===== src/rtl/mhsa_pkg.sv =====
// Shared constants and types for the MHSA unified SRAM (USRAM) and its arbiter.
package mhsa_pkg;

    localparam int USRAM_WIDTH = 64;
    localparam int USRAM_DEPTH = 4096;
    localparam int USRAM_AW    = $clog2(USRAM_DEPTH);

    typedef enum logic {
        OWN_SOC = 1'b0,
        OWN_ACC = 1'b1
    } owner_e;

endpackage


===== src/rtl/usram_rr_arb2.sv =====
// Two-way round-robin grant logic for the USRAM arbiter, holding the last_owner register.
module usram_rr_arb2
    import mhsa_pkg::*;
(
    input  logic clk,
    input  logic rst,
    input  logic soc_req,
    input  logic acc_req,
    input  logic upd_en,
    output logic soc_gnt,
    output logic acc_gnt
);

    owner_e last_owner_reg;
    owner_e last_owner_next;

    always_comb begin
        soc_gnt         = 1'b0;
        acc_gnt         = 1'b0;
        last_owner_next = last_owner_reg;
        if (!rst) begin
            if (soc_req && acc_req) begin
                // On a tie the requester that did not win last time goes first.
                if (last_owner_reg == OWN_ACC) begin
                    soc_gnt = 1'b1;
                end else begin
                    acc_gnt = 1'b1;
                end
            end else begin
                soc_gnt = soc_req;
                acc_gnt = acc_req;
            end
        end
        if (upd_en) begin
            if (soc_gnt) begin
                last_owner_next = OWN_SOC;
            end else if (acc_gnt) begin
                last_owner_next = OWN_ACC;
            end
        end
    end

    always_ff @(posedge clk) begin
        if (rst) begin
            last_owner_reg <= OWN_ACC;
        end else begin
            last_owner_reg <= last_owner_next;
        end
    end

endmodule


===== src/rtl/usram_arbiter.sv =====
// Round-robin arbiter sharing the single-port USRAM between the SoC bridge and the MHSA datapath.
// Optional grant/conflict counters are built when USRAM_ARBITER_PERF_EN is defined.
module usram_arbiter
    import mhsa_pkg::*;
#(
    parameter int WIDTH = USRAM_WIDTH,
    parameter int DEPTH = USRAM_DEPTH,
    parameter int AW    = 32
) (
    input  logic                     clk,
    input  logic                     rst,
    input  logic                     soc_req,
    input  logic                     soc_we,
    input  logic [AW-1:0]            soc_addr,
    input  logic [WIDTH-1:0]         soc_wdata,
    output logic                     soc_gnt,
    output logic                     soc_rvalid,
    output logic [WIDTH-1:0]         soc_rdata,
    output logic                     soc_err,
    input  logic                     acc_req,
    input  logic                     acc_we,
    input  logic [AW-1:0]            acc_addr,
    input  logic [WIDTH-1:0]         acc_wdata,
    output logic                     acc_gnt,
    output logic                     acc_rvalid,
    output logic [WIDTH-1:0]         acc_rdata,
`ifdef USRAM_ARBITER_PERF_EN
    input  logic                     perf_clr,
    output logic [31:0]              soc_gnt_cnt,
    output logic [31:0]              acc_gnt_cnt,
    output logic [31:0]              conflict_cnt,
`endif
    output logic                     sram_en,
    output logic                     sram_we,
    output logic [$clog2(DEPTH)-1:0] sram_addr,
    output logic [WIDTH-1:0]         sram_wdata,
    input  logic [WIDTH-1:0]         sram_rdata
);

    localparam int ADDR_W = $clog2(DEPTH);

    logic       arb_soc_gnt;
    logic       arb_acc_gnt;
    logic       soc_oor;
    logic       soc_err_int;
    logic       unused_acc_addr_hi;

    logic             rd_pend_reg;
    owner_e           rd_owner_reg;
    logic [WIDTH-1:0] soc_hold_reg;
    logic [WIDTH-1:0] acc_hold_reg;

    assign soc_oor            = (soc_addr >= AW'(DEPTH));
    assign soc_err_int        = arb_soc_gnt && soc_oor;
    // ACC is trusted: upper address bits are simply dropped.
    assign unused_acc_addr_hi = ^acc_addr[AW-1:ADDR_W];

    usram_rr_arb2 u_rr_arb2 (
        .clk     (clk),
        .rst     (rst),
        .soc_req (soc_req),
        .acc_req (acc_req),
        .upd_en  (!soc_err_int),
        .soc_gnt (arb_soc_gnt),
        .acc_gnt (arb_acc_gnt)
    );

    always_comb begin
        soc_gnt    = arb_soc_gnt;
        acc_gnt    = arb_acc_gnt;
        soc_err    = soc_err_int;
        sram_en    = (arb_soc_gnt && !soc_oor) || arb_acc_gnt;
        sram_we    = acc_we;
        sram_addr  = acc_addr[ADDR_W-1:0];
        sram_wdata = acc_wdata;
        if (arb_soc_gnt) begin
            sram_we    = soc_we;
            sram_addr  = soc_addr[ADDR_W-1:0];
            sram_wdata = soc_wdata;
        end
    end

    // Read return: rvalid/rdata are steered in the cycle sram_rdata is valid,
    // and the hold registers keep each side's last word afterwards.
    always_comb begin
        soc_rvalid = !rst && rd_pend_reg && (rd_owner_reg == OWN_SOC);
        acc_rvalid = !rst && rd_pend_reg && (rd_owner_reg == OWN_ACC);
        soc_rdata  = soc_hold_reg;
        acc_rdata  = acc_hold_reg;
        if (rst) begin
            soc_rdata = '0;
            acc_rdata = '0;
        end else begin
            if (soc_rvalid) soc_rdata = sram_rdata;
            if (acc_rvalid) acc_rdata = sram_rdata;
        end
    end

    always_ff @(posedge clk) begin
        if (rst) begin
            rd_pend_reg  <= 1'b0;
            rd_owner_reg <= OWN_SOC;
            soc_hold_reg <= '0;
            acc_hold_reg <= '0;
        end else begin
            rd_pend_reg  <= sram_en && !sram_we;
            rd_owner_reg <= arb_acc_gnt ? OWN_ACC : OWN_SOC;
            if (soc_rvalid) soc_hold_reg <= sram_rdata;
            if (acc_rvalid) acc_hold_reg <= sram_rdata;
        end
    end

`ifdef USRAM_ARBITER_PERF_EN
    logic [2:0]  cnt_inc;
    logic [31:0] cnt_reg [3];

    assign cnt_inc = {soc_req && acc_req, arb_acc_gnt, arb_soc_gnt && !soc_oor};

    for (genvar gi = 0; gi < 3; gi++) begin : g_cnt
        always_ff @(posedge clk) begin
            if (rst || perf_clr) begin
                cnt_reg[gi] <= '0;
            end else if (cnt_inc[gi] && (cnt_reg[gi] != 32'hFFFF_FFFF)) begin
                cnt_reg[gi] <= cnt_reg[gi] + 32'd1;
            end
        end
    end

    assign soc_gnt_cnt  = cnt_reg[0];
    assign acc_gnt_cnt  = cnt_reg[1];
    assign conflict_cnt = cnt_reg[2];
`endif

endmodule

===== config.mk =====
export PLATFORM = sky130hd
export DESIGN_NAME = usram_arbiter
export DESIGN_NICKNAME = d
export VERILOG_FILES = /design/src/rtl/mhsa_pkg.sv /design/src/rtl/usram_rr_arb2.sv /design/src/rtl/usram_arbiter.sv
export SDC_FILE = /design/constraint.sdc
export NUM_CORES = 1
export LEC_CHECK = 0
export CAP_MARGIN = 10
export CORE_AREA = 2 2 182 184
export CTS_BUF_LIST = sky130_fd_sc_hd__clkbuf_8
export CTS_CLUSTER_DIAMETER = 80
export DETAILED_ROUTE_END_ITERATION = 10
export DIE_AREA = 0 0 184 186
export HOLD_SLACK_MARGIN = 0.12
export SYNTH_ARGS = -nofsm -noshare
export SYNTH_HDL_FRONTEND = slang
export SYNTH_SLANG_ARGS = --single-unit

===== constraint.sdc =====
create_clock -name clk -period 1.75 [get_ports clk]
set_clock_uncertainty 0.2 [all_clocks]
set_input_delay 0.35 -clock clk [delete_from_list [all_inputs] [get_ports clk]]
set_output_delay 0.35 -clock clk [all_outputs]
set_load 0.02 [all_outputs]

Yosys cells after proc, flatten, opt, wreduce, memory -nomap -nowiden
Cells that the tools add are included.

Flip-flop bits (word level): 131. Input port bits: 262. Word-level logic and storage cells: 37.

$lt $le $gt $ge: 1. Mux-type cells: 16. Bitwise operators: 2. Reduce and logical (&&, ||, !) cells: 13.

Operator list (number): $mux 64 (5); $ge 32x13->1 const B (1); $mux 12 (1); $mux 1 (10); $logic_and 1x1->1 (7); $logic_not 1->1 (3); $not 1->1 (2); $reduce_and 2->1 (1); $reduce_bool 2->1 (1); $logic_or 1x1->1 (1).

Longest topological paths before layout
Gate-level depths: netlist of the first run.

Depth after elaboration: 6. Mapped depth: 6. Gate-level depth less buffers: 5.

Hierarchy
Synthesis of the first run repeated with hierarchy kept, for this count alone.

Cells, all modules: 667. Area total of the unflattened synthesis: 5810.6 um^2.

By module, submodules not included: usram_arbiter (times used 1, cells each 659, area each 5749.3 um^2, sequential area each 2602.5 um^2); usram_rr_arb2 (times used 1, cells each 8, area each 61.3 um^2, sequential area each 20.0 um^2).

Worst setup path after synthesis of the first run
Ideal clock, no wire load.

Path kind: input port to output port. Start point: input port rst. End point: output port sram_wdata[51]. Data arrival time: 1.368 ns. Slack: -0.168 ns. Cell stages on the path: 5. Path buffers: 2. Cell sequence: nand3b_2 -> inv_2 -> buf_6 -> buf_6 -> mux2_2.

Cells in the longest elaborated chain, start to end: 2.

RTL lines: start, declared (line usram_arbiter.sv:11) `input logic rst,`; $mux 1 (line usram_rr_arb2.sv:21) `if (!rst) begin`; named net soc_gnt (line usram_arbiter.sv:16) `output logic soc_gnt,`; $mux 64 (line usram_arbiter.sv:76) `if (arb_soc_gnt) begin`; end, declared (line usram_arbiter.sv:36) `output logic [WIDTH-1:0] sram_wdata,`.

The timed path passes the listed nets, and every way through them passes these cells.

Worst setup path in the final report of the first run
Start point: register u_rr_arb2.last_owner_reg. End point: output port sram_wdata[54].

Cells in the longest elaborated chain, start to end: 4.

RTL lines: start, declared (line usram_rr_arb2.sv:14) `owner_e last_owner_reg;`; start signal, assigned (line usram_rr_arb2.sv:47) `last_owner_reg <= last_owner_next;`; $mux 1 (line usram_rr_arb2.sv:24) `if (last_owner_reg == OWN_ACC) begin`; $mux 1 (line usram_rr_arb2.sv:22) `if (soc_req && acc_req) begin`; $mux 1 (line usram_rr_arb2.sv:21); $mux 64 (line usram_arbiter.sv:76).

Every way passes these cells.

==> summary.txt, run 1 <==
Setup path
  – Kind of critical path: register to primary output
  – Crit Path Max Fanout: 7
  – Worst-path cell chain: nand2b_4, nand3b_4, clkinv_8, buf_12, buf_16, mux2_4, buf_6
  – R2R depth: 8
  – CP endpoint kind: primary output
  – CP max stage cell: dfxtp_2
  – Largest stage delay, worst path: between 0.3 and 0.4 ns
  – WP data required: between 1 and 1.5 ns
  – R2r startpoint: u_rr_arb2.last_owner_reg
  – Worst R2R End: rd_pend_reg
  – Crit path DAT: slightly below 2 ns
  – Crit start category: register
  – Reg2reg setup slack: -0.09 ns

Floorplan
  – Die ar.: between 30000 and 40000 um^2
  – Core area: approximately 32000 um^2
  – FP Rows: 66
  – Die Wd: around 180 um
  – Die height: around 190 um
  – Number of I/O pins: ~470
  – Initial Utilization: 0.1805

Timing
  – Worst Max-Slew Pin Slew: ~0.6 ns
  – Final slew viol count: 0
  – Final min period: 2.502 ns
  – Setup violations, final: 216
  – Setup TNS Final: -131.66 ns
  – Slew margin rel.: 0.6031
  – Final Hold Viols: 0
  – WHS: 0.1394 ns
  – Setup WS post-layout: -0.7518 ns
  – Fmax: ~400 MHz
  – RSZ-0062 raised after global routing: true
  – Period Utilization, post-route: 1.430

Power
  – Lkg Pwr: between 6 and 7 nW
  – Net switching power: 2.081 mW
  – Sequential Power Share: 0.395
  – Maximum vdd drop: roughly 0.00072 V
  – Cell area power density: around 540 nW/um^2
  – Combinational Power Share: 0.233
  – Switching power as a share of total power: 0.2734
  – Clock share of power: 0.372
  – Pint: around 5.5 mW

Layout
  – Most common cell after layout, fill and taps aside: clkdlybuf4s50_1
  – Number of fill cells: 3047
  – Fin util: 0.4368
  – Area Overhead vs Synth: 142.1%
  – Share of layout cells above drive strength 1: 0.5127
  – Register area: 2626 um^2
  – Nets: ~1500
  – Non-Filler Instances: 1673
  – Leading cell types in the layout, fill and taps excluded: clkdlybuf4s50_1 (223), buf_6 (186), dfxtp_1 (128)
  – Area occupied by multi-input gates: between 3000 and 4000 um^2

Clocking
  – Clk_lat worst skew: approximately 0.47 ns
  – TritonCTS Buffers: 17
  – CTS sink cnt: about 130
  – Htree depth: 4
  – Root Driver: clkbuf_8
  – Reg clk slew, reported paths: ~0.1 ns
  – CTS max path bufs: 2
  – CTS tree: done

Detailed routing
  – Routed Antenna Nets: 0
  – Vias post-DR: just over 7000
  – DR WL/cell: approximately 19 um
  – Vias per cell: approximately 4.2
  – Final wirelength: 31970 um
  – Pre-antenna DRT Iters: 5
  – Iter 0 DRT Violations: 169
  – Drt drc: 0

Global routing
  – Most Used Layer, Global Route: met2
  – Overflow after GRT: 0
  – Pin count of the biggest net entering global routing: 71
  – Vias in the first global route: between 6000 and 7000
  – M1 GR Usage: 0.2046
  – GR met2 Demand/Resource: 0.2718
  – Initial antenna violation count: 1
  – First-pass GRT wire length: approximately 42000 um
  – GRT met3 Usage: 0.06770
  – Global Route Usage Sum: 0.1678

Run
  – Max-cap violations: 0

Worst hold path
  – Hold Path Stages: 3
  – Hold_sp: rst
  – WHS Endpoint: soc_hold_reg[13]
  – Worst min-delay path class: primary input to register

Logic synthesis
  – Syn Inst Count: roughly 670
  – Syn Nets: slightly above 900
  – Post-synthesis sequential area ratio: 0.4512
  – Simple-gate share of the synthesized area: 0.2954
  – Synthesized area per cell: between 8 and 9 um^2
  – Flops & latches, synth: between 100 and 150
  – Mapped Area: between 5000 and 6000 um^2
  – Yosys cell types: 21
  – Post-synthesis mux area share: 0.1498
  – YS warnings: 0
  – Compound-Gate Fraction of Synth Area: 0.05791
  – Synth Area in XOR/XNOR: 0
  – Synth Area in Adders: 0
  – Largest family of logic cells by synthesized area: simple AND/OR/NAND/NOR gates

Status
  – Violated checks: setup timing
  – Status: complete, but fails checks

Placement
  – DP Wirelength: about 22000 um
  – Worst slack, placed: -1.125 ns
  – # port buffers: 452
  – GP Congestion: slightly below 0.9
  – Placed insts: roughly 1500
[power by group through the flow]
stage / combinational, mW / clock [mW] / sequential [mW]
floorplan: 0.588 / 0 / 3.08
CTS: 1.66 / 2.91 / 3.01
finish: 1.77 / 2.83 / 3.01
detailed placement: 1.62 / 0 / 3.08
global placement: 1.63 / 0 / 3.08
global route: 1.85 / 3.05 / 3.01
[layout make-up]
type                       count  area share
multi-input combinational    480      0.2722
sequential                   131      0.1867
clock buffer                  18     0.01761
antenna                        1   0.0001779
clock inverter                14     0.01263
timing repair buffer         616      0.4701
tap                          408     0.03629
inverter                       4    0.003824
timing repair inverter         1   0.0004447
[per-layer routing]
metal	vias up	part of all wire
li1	3387	-
met1	3367	0.41
met2	288	0.48
met3	33	0.090
met4	0	0.017
met5	-	0
[worst max-delay path by stage]
stage	from	to	slack, ns	depth (start not counted)
6_report	u_rr_arb2.last_owner_reg	sram_wdata[54]	-0.75	7
3_5_place_dp	acc_req	sram_wdata[17]	-1.13	7
2_1_floorplan	rd_pend_reg	soc_rdata[28]	-0.09	4
3_3_place_gp	acc_req	sram_wdata[17]	-1.13	7
5_1_grt	u_rr_arb2.last_owner_reg	sram_wdata[43]	-0.85	7
4_1_cts	u_rr_arb2.last_owner_reg	sram_wdata[18]	-0.83	7
[cells in the mapped netlist, drive strengths merged]
library cell,n,share of area
nand3,1,0.00086
nor3b,2,0.0043
nor4,5,0.0054
clkbuf,21,0.014
o32ai,1,0.0015
buf,29,0.029
inv,4,0.0026
mux2,77,0.15
nor2,2,0.0013
dfxtp,131,0.45
o21ai,64,0.055
nand2b,66,0.071
nand3b,67,0.087
nand2,194,0.13
o31ai,1,0.0013
[stage by stage]
stage	cell area, um^2	power, mW
after global routing	14070	7.909
after CTS	12230	7.581
after global placement	11310	4.710
final	14070	7.613
after floorplan	6043	3.665
after detailed placement	11310	4.702
[kinds of logic (layout without fill, tap and decap cells)]
kind of cell	Yosys count	after routing
AND/OR/NAND/NOR	337	337
flip-flops	131	131
multiplexers	77	77
AO/OA/AOI/OAI	66	66
buffers and inverters	54	653
other	0	1
[repair_timing]
item                                    CTS  global route
buffers inserted                         26            73
endpoints found under the hold margin     4             3
resized for setup                       917           587
gates cloned                             12            11
endpoints found under the setup margin  212           216
pin swaps                                22           100
[worst max-delay path: cells and delay by family, from the launching register on]
family,cells,cell delay [ns]
flip-flops,1,0.34
multiplexers,1,0.31
AND/OR/NAND/NOR,2,0.29
buffers and inverters,4,0.54
Power figures use the tool's default switching activity.
==> inputs of run 2 (changes only) <==
Settings changed: CORE_AREA 2 2 182 184 to 2 2 184 186, CTS_CLUSTER_SIZE set to 14, DIE_AREA 0 0 184 186 to 0 0 186 188.
Clock period 1.75 ns to 2.64 ns, I/O delays scaled along.
==> run 2 against run 1 <==
Effect of this change:
- the flow still finishes with violations (setup timing)
- final cell count decreased by 2.2%
- highest routed layer is now met5
- wire length shrank 2.0%
- critical endpoint is now sram_wdata[19]
- via count down 7.2%
- die area grew 2.2%
- worst hold slack gained 0.13 ns
- register-to-register slack better by 0.79 ns
- design area down 14%
- combinational power decreased by 31%
- largest cell class unchanged
==> summary.txt, run 2 (synthesized netlist as in run 1, its figures left out) <==
Status
  – Status: complete, but fails checks
  – Violated checks: setup timing

Detailed routing
  – Pre-antenna DRT Iters: 4 (-1)
  – Iter 0 DRT Violations: 288 (+70%)
  – Vias post-DR: 6567 (-7.2%)
  – Routed Antenna Nets: 0 (unchanged)
  – Vias per cell: 4.014 (-5.1%)
  – DR WL/cell: 19.14 um (+0.19%)
  – Drt drc: 0 (unchanged)
  – Final wirelength: 31320 um (-2.0%)

Clocking
  – Cts hold-fix bufs: 0
  – Reg clk slew, reported paths: 0.08 ns (-0.02 ns)
  – Root Driver: clkbuf_8
  – CTS tree: done
  – TritonCTS Buffers: 17 (unchanged)
  – Clk_lat worst skew: 0.44 ns (-0.03 ns)
  – CTS max path bufs: 2 (unchanged)
  – CTS sink cnt: 131 (unchanged)
  – Htree depth: 4 (unchanged)

Setup path
  – R2r startpoint: u_rr_arb2.last_owner_reg
  – WP data required: 1.91 ns (+0.71 ns)
  – Critical Path End: sram_wdata[19]
  – R2R depth: 9 (+1)
  – Crit path DAT: 1.92 ns (-0.03 ns)
  – Worst R2R End: rd_pend_reg
  – CP endpoint kind: primary output
  – Crit start category: register
  – CP startpoint: u_rr_arb2.last_owner_reg
  – Reg2reg setup slack: 0.70 ns (+0.79 ns)
  – Kind of critical path: register to primary output
  – Crit Path Max Fanout: 6 (-1)

Run
  – Max-cap violations: 0 (unchanged)

Timing
  – Setup violations, final: 2 (-99%)
  – Setup WS post-layout: -0.003335 ns (+0.7485 ns)
  – Fmax: about 380 MHz
  – Final Hold Viols: 0 (unchanged)
  – Final min period: between 2 and 3 ns
  – Final slew viol count: 0 (unchanged)
  – RSZ-0062 raised after global routing: true
  – Slew margin rel.: 0.7135 (+0.1104)
  – Worst Max-Slew Pin Slew: 0.4297 ns (-0.1656 ns)
  – WHS: 0.2733 ns (+0.1339 ns)
  – Period Utilization, post-route: 1.001

Placement
  – # port buffers: 452 (unchanged)
  – DP Wirelength: 24820 um (+14%)
  – Placed insts: 1579 (+3.1%)
  – GP Congestion: 0.9118 (+3.9%)

Floorplan
  – FP Rows: 67 (+1.5%)
  – Die Wd: 186 um (+1.1%)
  – Number of I/O pins: 473 (unchanged)
  – Core area: 33110 um^2 (+2.8%)
  – Die height: 188 um (+1.1%)
  – Initial Utilization: 0.1755 (-0.004944)
  – Die ar.: 34970 um^2 (+2.2%)

Layout
  – Most common cell after layout, fill and taps aside: clkdlybuf4s50_1
  – Nets: 1435 (-5.2%)
  – Non-Filler Instances: 1636 (-2.2%)
  – Area Overhead vs Synth: 107.6%
  – Leading cell types in the layout, fill and taps excluded: clkdlybuf4s50_1 (218), nand2_1 (190), dfxtp_1 (128)
  – Share of layout cells above drive strength 1: 0.3794 (-0.1332)

Worst hold path
  – Worst min-delay path class: register to register
  – Hold_sp: soc_hold_reg[11]

Power
  – Maximum vdd drop: 0.0002564 V (-65%)
  – Lkg Pwr: 5.395 nW (-14%)
  – Cell area power density: 406.1 nW/um^2 (-25%)

Global routing
  – Initial antenna violation count: 6 (+5)
  – Vias in the first global route: 6547 (-5.8%)
  – First-pass GRT wire length: 43770 um (+3.2%)
  – Pin count of the biggest net entering global routing: 112 (+58%)
  – Global Route Usage Sum: 0.1755 (+0.007619)
  – Overflow after GRT: 0 (unchanged)
-- run 2: how the worst min path moves through the flow --
stage / to / slack (ns) / depth (start not counted)
finish: soc_hold_reg[11] / 0.27 / 2
global route: u_rr_arb2.last_owner_reg / 0.27 / 3
CTS: u_rr_arb2.last_owner_reg / 0.24 / 3
floorplan: u_rr_arb2.last_owner_reg / 0.26 / 2
detailed placement: acc_hold_reg[41] / 0.26 / 2
global placement: acc_hold_reg[44] / 0.26 / 2
-- run 2: final cells by class --
type	instances	area, um^2
fill	3372	21050
antenna	2	5.005
timing repair buffer	539	5149
multi-input combinational	480	3311
sequential	131	2626
inverter	4	27.53
clock inverter	14	137.6
tap	448	560.5
clock buffer	18	247.7
-- run 2: critical path, stage by stage (launching register included) --
cell and delay [ns]:
dfxtp_2 0.33, nand2b_4 0.14, nand3b_4 0.12, clkinv_8 0.09, buf_12 0.16, buf_16 0.14
mux2_4 0.33, buf_12 0.14
-- run 2: through the flow --
step	power, mW	setup slack (ns)	TNS (ns)	utilization	instance area (um^2)
floorplan	2.394	0.3660	0	-	5812
global placement	3.151	-0.5522	-62.46	0.3418	11320
detailed placement	3.152	-0.5532	-64.98	0.3418	11320
CTS	4.956	-0.07149	-1.425	0.3581	11860
global route	5.128	-0.08525	-2.533	0.3643	12060
finish	4.899	-0.003335	-0.006645	0.3643	12060
-- run 2: routing by layer --
metal	up-vias	global-route usage	part of all wire
li1	3228	-	-
met1	3020	0.1875	0.37
met5	-	0	0.00054
met2	273	0.3005	0.49
met3	44	0.07030	0.097
met4	2	0.08116	0.040
-- run 2: power by group --
part           switching, mW  leakage (nW)  internal (mW)  total [mW]
combinational          0.485          4.14          0.731        1.22
clock                  0.830         0.202          0.858        1.69
sequential           0.00447          1.06           1.99        1.99
total                   1.32          5.39           3.58        4.90
-- run 2: what timing repair did --
item,in CTS,in global routing
gates resized for setup,824,208
pin swaps,10,12
setup endpoints to repair,202,183
setup buffers,13,5
gates cloned,6,1
==> inputs of run 3 (changes only) <==
Settings changed: SKIP_CTS_REPAIR_TIMING set to 1.
==> run 3 against run 2 <==
Effect of this change:
- the flow still finishes with violations (setup timing)
- via count rose by 1.5%
- worst setup slack got worse by 0.055 ns
- fmax is 2.0% lower
- register-to-register slack is essentially flat
- non-clock buffer count increased by 5
- utilization rose by 2.0 points
- global-route usage down 0.68 points
- wire length is 3.9% higher
- sequential power is essentially flat
- die area unchanged
- clock power barely moved
- power increased by 1.2%
- largest cell class unchanged
==> summary.txt, run 3 (synthesized netlist as in run 1, its figures left out) <==
Status
  – Status: complete, but fails checks
  – Violated checks: setup timing

Global routing
  – Overflow after GRT: 0 (unchanged)
  – Global Route Usage Sum: 0.1686 (-0.006847)
  – Pin count of the biggest net entering global routing: 112 (unchanged)
  – First-pass GRT wire length: 42020 um (-4.0%)
  – Initial antenna violation count: 6 (unchanged)
  – Vias in the first global route: 6350 (-3.0%)

Power
  – Lkg Pwr: 6.491 nW (+20%)
  – Maximum vdd drop: 0.0002573 V (+0.35%)
  – Cell area power density: 389.7 nW/um^2 (-4.0%)
  – Pwr Total: 4.959 mW (+1.2%)

Placement
  – GP Congestion: 0.9118 (unchanged)
  – Placed inst area: 11320 um^2 (unchanged)
  – DP Wirelength: 24820 um (unchanged)
  – # port buffers: 452 (unchanged)

Clocking
  – Reg clk slew, reported paths: 0.08 ns (about the same)
  – Root Driver: clkbuf_8
  – CTS max path bufs: 2 (unchanged)
  – Htree depth: 4 (unchanged)
  – TritonCTS Buffers: 17 (unchanged)
  – CTS sink cnt: 131 (unchanged)
  – CTS tree: done
  – Clk_lat worst skew: 0.44 ns (about the same)

Timing
  – Final min period: 2.698 ns (+0.05456 ns)
  – Fmax: 370.7 MHz (-2.0%)
  – RSZ-0062 raised after global routing: true
  – Final Hold Viols: 0 (unchanged)
  – Slew margin rel.: 0.7194 (+0.005885)
  – Setup WS post-layout: -0.05789 ns (-0.05456 ns)
  – Final slew viol count: 0 (unchanged)
  – Setup TNS Final: -0.2857 ns (-0.2791 ns)
  – Setup violations, final: 15 (+13)
  – Worst Max-Slew Pin Slew: 0.4209 ns (-0.008827 ns)
  – Period Utilization, post-route: 1.022 (+0.02067)

Setup path
  – Kind of critical path: primary input to primary output
  – Crit path DAT: 1.97 ns (+0.05 ns)
  – WP data required: 1.91 ns (about the same)
  – Crit Path Max Fanout: 2 (-4)
  – CP endpoint kind: primary output
  – Crit start category: primary input

Floorplan
  – FP Rows: 67 (unchanged)
  – Die height: 188 um (unchanged)
  – Die Wd: 186 um (unchanged)
  – Core area: 33110 um^2 (unchanged)
  – Initial Utilization: 0.1755 (unchanged)
  – Number of I/O pins: 473 (unchanged)
  – Die ar.: 34970 um^2 (unchanged)

Detailed routing
  – Final wirelength: 32530 um (+3.9%)
  – Drt drc: 0 (unchanged)
  – Iter 0 DRT Violations: 292 (+1.4%)
  – Routed Antenna Nets: 0 (unchanged)
  – DR WL/cell: 19.82 um (+3.6%)
  – Vias per cell: 4.062 (+1.2%)
  – Pre-antenna DRT Iters: 4 (unchanged)
  – Vias post-DR: 6666 (+1.5%)

Layout
  – Share of layout cells above drive strength 1: 0.3342 (-0.04525)
  – Most common cell after layout, fill and taps aside: clkdlybuf4s50_1
  – Area Overhead vs Synth: 119.0%
  – Leading cell types in the layout, fill and taps excluded: clkdlybuf4s50_1 (226), nand2_1 (192), dfxtp_1 (128)
  – Nets: 1440 (+0.35%)
  – Finished Cell Area: 12730 um^2 (+5.5%)

Worst hold path
  – Worst min-delay path class: register to register

Run
  – Max-cap violations: 0 (unchanged)
## run 3: per-layer routing
| layer | vias to the layer above | GRT usage | routed length (um) |
|---|---|---|---|
| met5 | - | 0 | 11 |
| met4 | 2 | 0.06844 | 1345 |
| met3 | 50 | 0.06778 | 3125 |
| met2 | 293 | 0.2915 | 15870 |
| met1 | 3080 | 0.1815 | 12180 |
| li1 | 3241 | - | - |
## run 3: final timing paths
kind,from,endpoint,slack (ns),cells past startpoint
setup / recovery,soc_addr[22],sram_en,-0.06,7
hold / removal,acc_hold_reg[3],acc_hold_reg[3],0.27,2
setup reg to reg,u_rr_arb2.last_owner_reg,rd_pend_reg,0.69,9
hold reg to reg,acc_hold_reg[3],acc_hold_reg[3],0.27,2
## run 3: worst max-delay path, cell delays in order
cell	delay (ns)
clkdlybuf4s50_1	0.41
nor4_2	0.26
nand2_1	0.15
buf_4	0.19
o31ai_4	0.15
buf_4	0.15
buf_6	0.12
## run 3: power by group
| part | internal [mW] | total, mW | switching (mW) |
|---|---|---|---|
| Sequential | 1.99 | 1.99 | 0.00451 |
| Clock | 0.858 | 1.70 | 0.842 |
| Combinational | 0.771 | 1.26 | 0.494 |
## run 3: area by class of cell
type                            instances  area (um^2)
Tap cell                              448        560.5
Inverter                                4        30.03
Fill cell                            3319        20390
Multi-Input combinational cell        480         3341
Clock inverter                         14        137.6
Antenna cell                            2        5.005
Sequential cell                       131         2626
Clock buffer                           18        247.7
Timing Repair Buffer                  544         5778
## run 3: metrics by stage
| step | hold WS [ns] | setup slack, ns | utilization | cells |
|---|---|---|---|---|
| 2_1_floorplan | 0.2622 | 0.3660 | - | 665 |
| 3_3_place_gp | 0.2609 | -0.5522 | 0.3418 | 1579 |
| 3_5_place_dp | 0.2628 | -0.5532 | 0.3418 | 1579 |
| 4_1_cts | 0.2365 | -0.5535 | 0.3534 | 1611 |
| 5_1_grt | 0.2694 | -0.1586 | 0.3842 | 1640 |
| 6_report | 0.2720 | -0.05789 | 0.3843 | 1641 |
